### config.mk
export PLATFORM = sky130hd
export DESIGN_NAME = imem_loader
export DESIGN_NICKNAME = d
export VERILOG_FILES = /design/src/rtl/imem_loader_pkg.sv /design/src/rtl/imem_loader_word_packer.sv /design/src/rtl/imem_loader.sv
export SDC_FILE = /design/constraint.sdc
export NUM_CORES = 1
export LEC_CHECK = 0
export CAP_MARGIN = 20
export CELL_PAD_IN_SITES_DETAIL_PLACEMENT = 1
export CELL_PAD_IN_SITES_GLOBAL_PLACEMENT = 1
export CORE_UTILIZATION = 45
export DETAILED_ROUTE_END_ITERATION = 12
export HOLD_SLACK_MARGIN = 0.12
export PLACE_DENSITY_LB_ADDON = 0.1
export SYNTH_ARGS = -nofsm -noshare
export SYNTH_HDL_FRONTEND = slang
export SYNTH_SLANG_ARGS = --single-unit
### constraint.sdc
create_clock -name clk -period 5.06 [get_ports clk]
set_input_delay 1.265 -clock clk [delete_from_list [all_inputs] [get_ports clk]]
set_output_delay 1.265 -clock clk [all_outputs]
set_load 0.03 [all_outputs]
### src/rtl/imem_loader_pkg.sv
// Shared types and constants for the boot-time instruction-memory loader.
// Imported by the loader top level and its word packer.
package imem_loader_pkg;

    localparam int LEN_W = 16;
    localparam logic [7:0] CSUM_INIT = 8'h00;

    typedef enum logic [2:0] {
        S_LEN_HI,
        S_LEN_LO,
        S_DATA,
        S_CSUM,
        S_DONE,
        S_ERR
    } state_t;

endpackage

### src/rtl/imem_loader_word_packer.sv
// Packs four stream bytes, MSB first, into one 32-bit word.
// word_valid pulses combinationally with the 4th push of a word.
module imem_word_packer (
    input  logic        clk,
    input  logic        rst_n,
    input  logic        push,
    input  logic [7:0]  rx_byte,
    input  logic        clear,
    output logic        word_valid,
    output logic [31:0] word
);

    logic [1:0]  cnt;
    logic [23:0] sr;

    assign word_valid = push && (cnt == 2'd3);
    assign word       = {sr, rx_byte};

    // byte counter and shift register; clear drops any partial word
    always_ff @(posedge clk) begin
        if (!rst_n || clear) begin
            cnt <= 2'd0;
            sr  <= 24'd0;
        end else if (push) begin
            cnt <= cnt + 2'd1;
            sr  <= {sr[15:0], rx_byte};
        end
    end

endmodule

### src/rtl/imem_loader.sv
// Boot loader: length header, big-endian word packing, XOR checksum.
// Writes instruction memory and holds the CPU until the image is good.
import imem_loader_pkg::*;

module imem_loader #(
    parameter int ADDR_W = 13
) (
    input  logic              clk,
    input  logic              rst_n,
    input  logic              rx_valid,
    input  logic [7:0]        rx_data,
    output logic              rx_ready,
    output logic              im_we,
    output logic [ADDR_W-1:0] im_addr,
    output logic [31:0]       im_wdata,
    output logic              cpu_hold,
    output logic              done,
    output logic              error
);

    localparam logic [31:0] MAX_WORDS = 32'(1) << ADDR_W;

    state_t             state;
    state_t             state_next;
    logic [7:0]         len_hi;
    logic [LEN_W-1:0]   len;
    logic [LEN_W-1:0]   len_full;
    logic [ADDR_W:0]    word_idx;
    logic [7:0]         csum;
    logic               accept;
    logic               push;
    logic               clear;
    logic               word_valid;
    logic               last_word;
    logic [31:0]        word;

    // rx_ready is gated by rst_n so nothing is taken while in reset
    assign rx_ready = rst_n && (state == S_LEN_HI || state == S_LEN_LO ||
                                state == S_DATA   || state == S_CSUM);
    assign accept    = rx_valid && rx_ready;
    assign len_full  = {len_hi, rx_data};
    assign push      = accept && (state == S_DATA);
    assign clear     = accept && (state == S_LEN_LO);
    assign last_word = (LEN_W'(word_idx) + LEN_W'(1)) == len;

    assign done     = (state == S_DONE);
    assign error    = (state == S_ERR);
    assign cpu_hold = (state != S_DONE);

    imem_word_packer u_packer (
        .clk        (clk),
        .rst_n      (rst_n),
        .push       (push),
        .rx_byte    (rx_data),
        .clear      (clear),
        .word_valid (word_valid),
        .word       (word)
    );

    // state register
    always_ff @(posedge clk) begin
        if (!rst_n) state <= S_LEN_HI;
        else        state <= state_next;
    end

    // next-state logic; S_DONE and S_ERR are terminal until reset
    always_comb begin
        state_next = state;
        case (state)
            S_LEN_HI: begin
                if (accept) state_next = S_LEN_LO;
            end
            S_LEN_LO: begin
                if (accept) begin
                    if (32'(len_full) > MAX_WORDS) state_next = S_ERR;
                    else if (len_full == '0)       state_next = S_CSUM;
                    else                           state_next = S_DATA;
                end
            end
            S_DATA: begin
                if (word_valid && last_word) state_next = S_CSUM;
            end
            S_CSUM: begin
                if (accept) state_next = (rx_data == csum) ? S_DONE : S_ERR;
            end
            default: state_next = state;
        endcase
    end

    // header length, word index and running checksum
    always_ff @(posedge clk) begin
        if (!rst_n) begin
            len_hi   <= 8'd0;
            len      <= '0;
            word_idx <= '0;
            csum     <= CSUM_INIT;
        end else begin
            if (accept && state == S_LEN_HI) len_hi <= rx_data;
            if (clear) begin
                len      <= len_full;
                word_idx <= '0;
                csum     <= CSUM_INIT;
            end
            if (push)       csum     <= csum ^ rx_data;
            if (word_valid) word_idx <= word_idx + 1'b1;
        end
    end

    // registered write port: one strobe cycle per completed word
    always_ff @(posedge clk) begin
        if (!rst_n) begin
            im_we    <= 1'b0;
            im_addr  <= '0;
            im_wdata <= 32'd0;
        end else begin
            im_we <= word_valid;
            if (word_valid) begin
                im_addr  <= word_idx[ADDR_W-1:0];
                im_wdata <= word;
            end
        end
    end

endmodule

Word level (Yosys, flattened, before mapping)
Index checks and enable logic that the tools add are counted.

Register bits after elaboration: 121. Latch bits: 0. Memory bits (writable): 0. ROM bits: 0. Input port bits: 11. Output and inout port bits: 50. Logic and storage cells: 58. Memories: 0.

Add/sub/neg operators: 3. $mul: 0. Divide/modulo/power cells: 0. Magnitude comparators: 1. Eq/ne operators: 13. Shift operators: 0. Multiplexer cells: 12. Bitwise operators: 1. Reductions and logical operators: 18.

Operators with widths (count): $mux W14 (2); $eq A15 B16 Y1 (1); $gt A16 B14 Y1 const B (1); $logic_not A16 Y1 (1); $mux W8 (2); $add A14 B1 Y15 const B (1); $mux W3 (5); $add A14 B1 Y14 const B (1); $pmux W3 S4 (1); $eq A8 B8 Y1 (1); $xor A8 B8 Y8 (1); $logic_and A1 B1 Y1 (7); $eq A3 B2 Y1 const B (2); $eq A3 B3 Y1 const B (2); $ne A2 B2 Y1 const B (3); $reduce_and A5 Y1 (1); $logic_or A1 B1 Y1 (4); $reduce_bool A2 Y1 (2); $reduce_bool A4 Y1 (1); $eq A3 B1 Y1 const B (1); $logic_not A3 Y1 (1); $ne A3 B3 Y1 const B (1); $add A2 B1 Y2 const B (1); $eq A2 B2 Y1 const B (1); 3 further kinds (4).

Depth between registers and ports, before layout
Gate-level depths: netlist of run 1.

Depth in word-level cells: 11. Depth in mapped cells: 10. Gate-level depth less buffers: 8.

Hierarchy
A second synthesis of run 1 with hierarchy kept.

Cells, all modules: 593. Area total of the unflattened synthesis: 5395.2 um^2.

By module, submodules not included: imem_loader (times used 1, cells each 498, area an instance 4347.9 um^2, seq. area each 1901.8 um^2); imem_word_packer (times used 1, cells each 95, area an instance 1047.3 um^2, seq. area each 520.5 um^2).

Least setup slack after synthesis of run 1
No wires, ideal clock.

Path kind: input to output. From: input rst_n. To: output rx_ready. Data arrival time: 1.863 ns. Data required time: 3.795 ns. Path slack: 1.932 ns. Stages: 1. Path buffers: 0. Cells stage by stage: nor2b_1.

Word-level cells in the longest chain between the ends: 1.

RTL lines: start, declared (line imem_loader.sv:9) `input logic rst_n,`; $logic_and A1 B1 Y1 (line imem_loader.sv:38) `assign rx_ready = rst_n && (state == S_LEN_HI || state == S_LEN_LO ||`; end, declared (line imem_loader.sv:12) `output logic rx_ready,`.

Every way passes these cells.

Worst setup path after layout of run 1
Ends and elaborated chain as after synthesis.

==> qor.yml, run 1 <==
global_routing:
  grt_pass1_vias: 5019
  grt_usage_pct: 25.5
  grt_antenna_before_repair: 0
  grt_max_degree: 93
  grt_pass1_wl_mm: 25.3
  gr-total-overflow: 0
clock_tree:
  h-tree-depth: 4
  cts_num_sinks: 121
  clockBufferDepth: 2
  root_buffer: "clkbuf_16"
  ctsHoldBuffers: 0
  numCtsBuffers: 17
  clk_latency_ns: 0.42
  path_clk_slew_ns: 0.06
  cts_resized: 0
  cts_tree: "done"
  post-cts-setup-buffers: 0
timing:
  hold_viol: 0
  slew_headroom_pct: 32.3
  fin_crit_sh_pct: 73.4
  worst_slew_pin_slew_ns: 1.02
  setup_viol_count_final: 0
  setup_ws_ns: 1.35
  final_max_slew_viol_count: 0
  fin_skew_ns: 0.00631
  rsz0062_at_grt: "no"
  period_needed_ns: 3.71
  max_freq_ghz: 0.269
  whs_ns: 0.457
  fin_setup_tns_ns: 0
pwr:
  clkPwrFrac_pct: 51.0
  power.switching_mw: 0.606
  peakVddDrop_mv: 0.263
  internal-power_mw: 1.91
  pwr-share-comb_pct: 8.4
  p_leak_nw: 2.41
  switching_share_pct: 24.1
  powerDensity_mw_per_mm2: 377
  pwr-share-seq_pct: 40.6
detailed_routing:
  wl_per_cell_um: 17.1
  viasPerCell: 5.53
  drt_iter0_drc: 245
  routed_wl_mm: 15.0
  firstDrtPassIters: 4
  drc: 0
  route.vias.total: 4869
  ant_nets: 0
finish:
  mostFrequentLayoutCell: "nand2_1"
  synthToLayoutAreaGrowth_pct: 21.1
  layout-drive-gt1-share_pct: 6.55
  n_fill_cell: 1438
  layout.nets: 733
  mostFrequentLayoutCells: "nand2_1 (210), dfxtp_1 (121), clkdlybuf4s50_1 (59)"
  antenna_cells: 0
logic_synthesis:
  yosys_warnings: 0
  ys_seq_elements: 121
  syn-num-nets: 706
  synth_edf_count: 0
  syn_inst: 693
  synth_cell_types: 59
  yosysSeqAreaShare_pct: 43.9
  ys.flop_type: "dfxtp_1"
  ys_async_sr_fraction_pct: 0
  syn_avg_cell_area_um2: 7.95
  syn_area_mm2: 0.00551
floorplan:
  coreArea_mm2: 0.0120
  die_x_um: 113
  die_area_mm2: 0.0127
  start_util_pct: 46.1
  die_h_um: 113
  ioPinCount: 61
  rows: 40
setup_path:
  cp-end-kind: "output pin"
  crit_type: "in2out"
  cp.arrival_ns: 2.45
  required_ns: 3.80
  path_max_fanout: 7
  start_kind: "primary input"
status:
  status: "finished, final reports clean"
flow_run:
  drv_cap: 0
place:
  place_ws_ns: 1.24
  dpl.hpwl_mm: 10.1
  numPortBuffers: 60
  gp_congestion: 0.807
hold_path:
  min_path_type: "reg2reg"
## synth_stat cells (2+ instances only)
master	count	area, um^2
o31ai_1	3	22.5
nor4_1	5	31.3
and4_1	3	26.3
o21a_1	2	15.0
and3_1	11	68.8
nand4_1	7	43.8
nor2b_1	9	56.3
nor2_1	17	63.8
xnor2_1	19	166
nor3_1	11	55.1
and2_1	5	31.3
nor4b_1	2	17.5
o211ai_1	9	67.6
nand4_2	2	25.0
buf_4	4	30.0
nand3b_1	2	15.0
a21boi_0	50	375
inv_1	2	7.51
buf_6	5	56.3
ha_1	2	25.0
xor2_1	7	61.3
nand2b_1	12	75.1
a21oi_1	40	200
dfxtp_1	121	2420
nand3_1	41	205
clkbuf_1	27	101
or4_1	2	15.0
buf_1	5	18.8
mux2i_1	2	20.0
o21bai_1	2	15.0
o21ai_1	2	10.0
nand4b_1	2	17.5
o21ai_0	9	45.0
nand2_1	210	788
buf_2	17	85.1
## metrics by stage
stage | std cells | power (mW) | utilization [%] | area [um^2]
after global placement | 848 | 1.24 | 50.5 | 6050
final | 880 | 2.51 | 55.8 | 6680
after global routing | 880 | 2.61 | 55.8 | 6680
after detailed placement | 848 | 1.25 | 50.5 | 6050
after floorplan | 693 | 1.19 | - | 5510
after CTS | 880 | 2.54 | 55.8 | 6680
## final timing paths
check                from      endpoint  slack, ns  depth (start not counted)
max reg2reg   word_idx[0]      state[2]       2.31                          8
max                 rst_n      rx_ready       1.35                          3
min reg2reg  im_wdata[13]  im_wdata[13]       0.46                          2
min          im_wdata[13]  im_wdata[13]       0.46                          2
## sequential cells by signal, indices dropped and copies added (netlist names)
| signal | flops |
|---|---|
| im_we | 1 |
| len_hi | 8 |
| word_idx | 14 |
| csum | 8 |
| im_addr | 13 |
| state | 3 |
| u_packer.sr | 24 |
| im_wdata | 32 |
| len | 16 |
| u_packer.cnt | 2 |
## worst max-delay path, stage by stage
cell	delay, ns
buf_2	0.08
nor2b_1	0.34
clkdlybuf4s50_1	0.76
## kinds of logic after synthesis
kind of cell             share of synthesized area [%]
adder cells (fa/ha/maj)                          0.454
flip-flops                                        43.9
AO/OA/AOI/OAI                                     15.5
XOR/XNOR                                          4.13
multiplexers                                     0.635
AND/OR/NAND/NOR                                   29.8
buffers and inverters                             5.49
## power by group through the flow
stage | clock network, mW | logic (mW) | registers [mW]
finish | 1.28 | 0.212 | 1.02
global route | 1.35 | 0.235 | 1.02
CTS | 1.30 | 0.214 | 1.02
detailed placement | 0 | 0.209 | 1.04
global placement | 0 | 0.201 | 1.04
floorplan | 0 | 0.175 | 1.02
## metal layers
metal	wire length [um]	track usage [%]	vias to the layer above
met5	0	0	-
met2	7340	43.7	80
met4	294	10.8	0
met3	416	4.37	27
li1	-	-	2393
met1	6990	31.6	2369
## area by class of cell
cell class	instances	area, um^2	share of cell area [%]
Clock buffer	22	464	6.95
Tap cell	147	184	2.75
Timing Repair Buffer	66	641	9.60
Inverter	3	11.3	0.169
Multi-Input combinational cell	511	2790	41.8
Sequential cell	121	2420	36.3
Clock inverter	10	166	2.49
Power figures use the tool's default switching activity.
==> run 2, diff against run 1 <==
Settings changed: CORE_UTILIZATION 45 to 38.
Clock period 5.06 ns to 3.15 ns, I/O delays scaled along.
==> run 2 against run 1 <==
Utilization is 7.2 points lower. Cell count is 5.7% higher. Via count is essentially flat.
==> qor.yml, run 2 (synthesized netlist as in run 1, its figures left out) <==
pwr:
  switching_share_pct: 24.8  # was 24.1%
  internal-power_mw: 2.99  # was 1.91 mW
  powerDensity_mw_per_mm2: 583  # was 377 mW/mm^2
  pwr-share-seq_pct: 41.2  # was 40.6%
  peakVddDrop_mv: 0.361  # was 0.263 mV
  clkPwrFrac_pct: 49.4  # was 51.0%
  pwr-share-comb_pct: 9.3  # was 8.4%
  power.switching_mw: 0.988  # was 0.606 mW
  p_leak_nw: 2.48  # was 2.41 nW
clock_tree:
  cts_resized: 0  # unchanged
  ctsHoldBuffers: 0  # unchanged
  path_clk_slew_ns: 0.06  # about the same
  clockBufferDepth: 2  # unchanged
  root_buffer: "clkbuf_16"  # unchanged
  numCtsBuffers: 17  # unchanged
  cts_tree: "done"  # unchanged
  post-cts-setup-buffers: 0  # unchanged
  h-tree-depth: 4  # unchanged
  cts_num_sinks: 121  # unchanged
  clk_latency_ns: 0.42  # about the same
detailed_routing:
  routed.top_layer: "met4"  # unchanged
  wl_met2_mm: 7.20  # was 7.34 mm
  firstDrtPassIters: 4  # unchanged
  drt_iter0_drc: 213  # was 245
  wl_per_cell_um: 16.5  # was 17.1 um
  ant_nets: 0  # unchanged
  route.vias.total: 4868  # was 4,869
  wl_met1_mm: 7.36  # was 6.99 mm
  viasPerCell: 5.23  # was 5.53
  routed_wl_mm: 15.3  # was 15.0 mm
  drc: 0  # unchanged
  wl_met3_um: 535  # was 416 um
setup_path:
  cp.arrival_ns: 2.12  # was 2.45 ns
  cp-endpoint: "error"  # was rx_ready
  start_kind: "flip-flop"  # was primary input
  crit_start: "state[0]"  # was rst_n
  reg2reg_to: "state[1]"  # was state[2]
  path_max_fanout: 9  # was 7
  cp-end-kind: "output pin"  # unchanged
  regToRegSetupSlack_ns: 0.60  # was 2.31 ns
  crit-reg2reg-launch: "word_idx[3]"  # was word_idx[0]
  reg2reg_depth: 7  # was 8
  crit_type: "reg2out"  # was in2out
  required_ns: 2.36  # was 3.80 ns
finish:
  fin_area_mm2: 0.00682  # was 0.00668 mm^2
  antenna_cells: 0  # unchanged
  mostFrequentLayoutCell: "nand2_1"  # unchanged
  reg_top3: "im_wdata x32, u_packer.sr x24, len x16"  # unchanged
  largest_reg_flops: 32  # unchanged
  mostFrequentLayoutCells: "nand2_1 (210), dfxtp_1 (121), clkdlybuf4s50_1 (58)"  # was nand2_1 (210), dfxtp_1 (121), clkdlybuf4s50_1 (59)
  multi_input_area_mm2: 0.00279  # unchanged
  synthToLayoutAreaGrowth_pct: 23.8  # was 21.1%
  layout-drive-gt1-share_pct: 9.07  # was 6.55%
  top_register: "im_wdata"  # unchanged
  n_fill_cell: 1652  # was 1,438
  ff_latch_area_mm2: 0.00242  # unchanged
  layout.nets: 750  # was 733
global_routing:
  grt_antenna_before_repair: 0  # unchanged
  gr-total-overflow: 0  # unchanged
  grt_max_degree: 93  # unchanged
  grt_pass1_vias: 4859  # was 5,019
  grt_pass1_wl_mm: 25.4  # was 25.3 mm
  grt_usage_pct: 21.9  # was 25.5%
timing:
  period_needed_ns: 2.90
  worst_slew_pin_slew_ns: 0.845  # was 1.02 ns
  slew_headroom_pct: 43.7  # was 32.3%
  max_freq_ghz: 0.344
  setup_viol_count_final: 0  # unchanged
  rsz0062_at_grt: "no"  # unchanged
  fin_skew_ns: 0.00551  # was 0.00631 ns
  final_max_slew_viol_count: 0  # unchanged
  fin_setup_tns_ns: 0  # unchanged
  hold_viol: 0  # unchanged
  fin_crit_sh_pct: 92.2
flow_run:
  drv_cap: 0  # unchanged
place:
  gp_congestion: 0.814  # was 0.807
  dpl.hpwl_mm: 10.5  # was 10.1 mm
  numPortBuffers: 60  # unchanged
  placedInstanceArea_mm2: 0.00621  # was 0.00605 mm^2
floorplan:
  start_util_pct: 39.3  # was 46.1%
  die_area_mm2: 0.0150  # was 0.0127 mm^2
  ioPinCount: 61  # unchanged
  die_h_um: 122  # was 113 um
  die_x_um: 122  # was 113 um
  rows: 43  # was 40
  coreArea_mm2: 0.0140  # was 0.0120 mm^2
hold_path:
  whs_path_depth: 2  # unchanged
  min_path_type: "reg2reg"  # unchanged
status:
  status: "finished, final reports clean"  # unchanged
[run 2: cell type report]
| cell class | count | area share (%) |
|---|---|---|
| clock buffers | 23 | 7.30 |
| multi-input cells | 511 | 40.9 |
| well taps | 180 | 3.30 |
| repair buffers | 83 | 11.2 |
| flip-flops and latches | 121 | 35.5 |
| inverters | 3 | 0.165 |
| clock inverters | 9 | 1.67 |
[run 2: worst max-delay path: stages, from the launching register on]
cell and delay (ns):
dfxtp_1 0.50, nor2b_1 0.35, and2_1 0.19, clkdlybuf4s50_1 0.67
[run 2: worst min path at each step]
| stage | from | to | slack, ns |
|---|---|---|---|
| after global routing | im_wdata[11] | im_wdata[11] | 0.48 |
| final | im_wdata[9] | im_wdata[9] | 0.45 |
| after CTS | im_wdata[10] | im_wdata[10] | 0.46 |
| after detailed placement | im_wdata[10] | im_wdata[10] | 0.45 |
| after floorplan | u_packer.sr[2] | im_wdata[10] | 0.43 |
| after global placement | u_packer.cnt[1] | u_packer.cnt[1] | 0.45 |
[run 2: power groups by stage]
| stage | logic (mW) | clock network, mW | registers, mW |
|---|---|---|---|
| floorplan | 0.281 | 0 | 1.64 |
| global placement | 0.360 | 0 | 1.67 |
| detailed placement | 0.367 | 0 | 1.67 |
| CTS | 0.373 | 2.00 | 1.64 |
| global route | 0.411 | 2.08 | 1.65 |
| finish | 0.372 | 1.97 | 1.64 |
[run 2: metrics by stage]
step / power [mW] / hold WS, ns / cells / setup WS [ns] / utilization (%)
2_1_floorplan: 1.92 / 0.432 / 693 / 0.652 / -
3_3_place_gp: 2.03 / 0.445 / 898 / 0.423 / 44.2
3_5_place_dp: 2.04 / 0.448 / 898 / 0.385 / 44.2
4_1_cts: 4.02 / 0.457 / 930 / 0.239 / 48.6
5_1_grt: 4.14 / 0.475 / 930 / 0.128 / 48.6
6_report: 3.98 / 0.455 / 930 / 0.245 / 48.6
[run 2: layer usage]
metal  up-vias  GRT usage, %
met5         -             0
met4         0          8.38
met3        20          4.04
met2        98          34.8
met1      2313          29.4
li1       2437             -
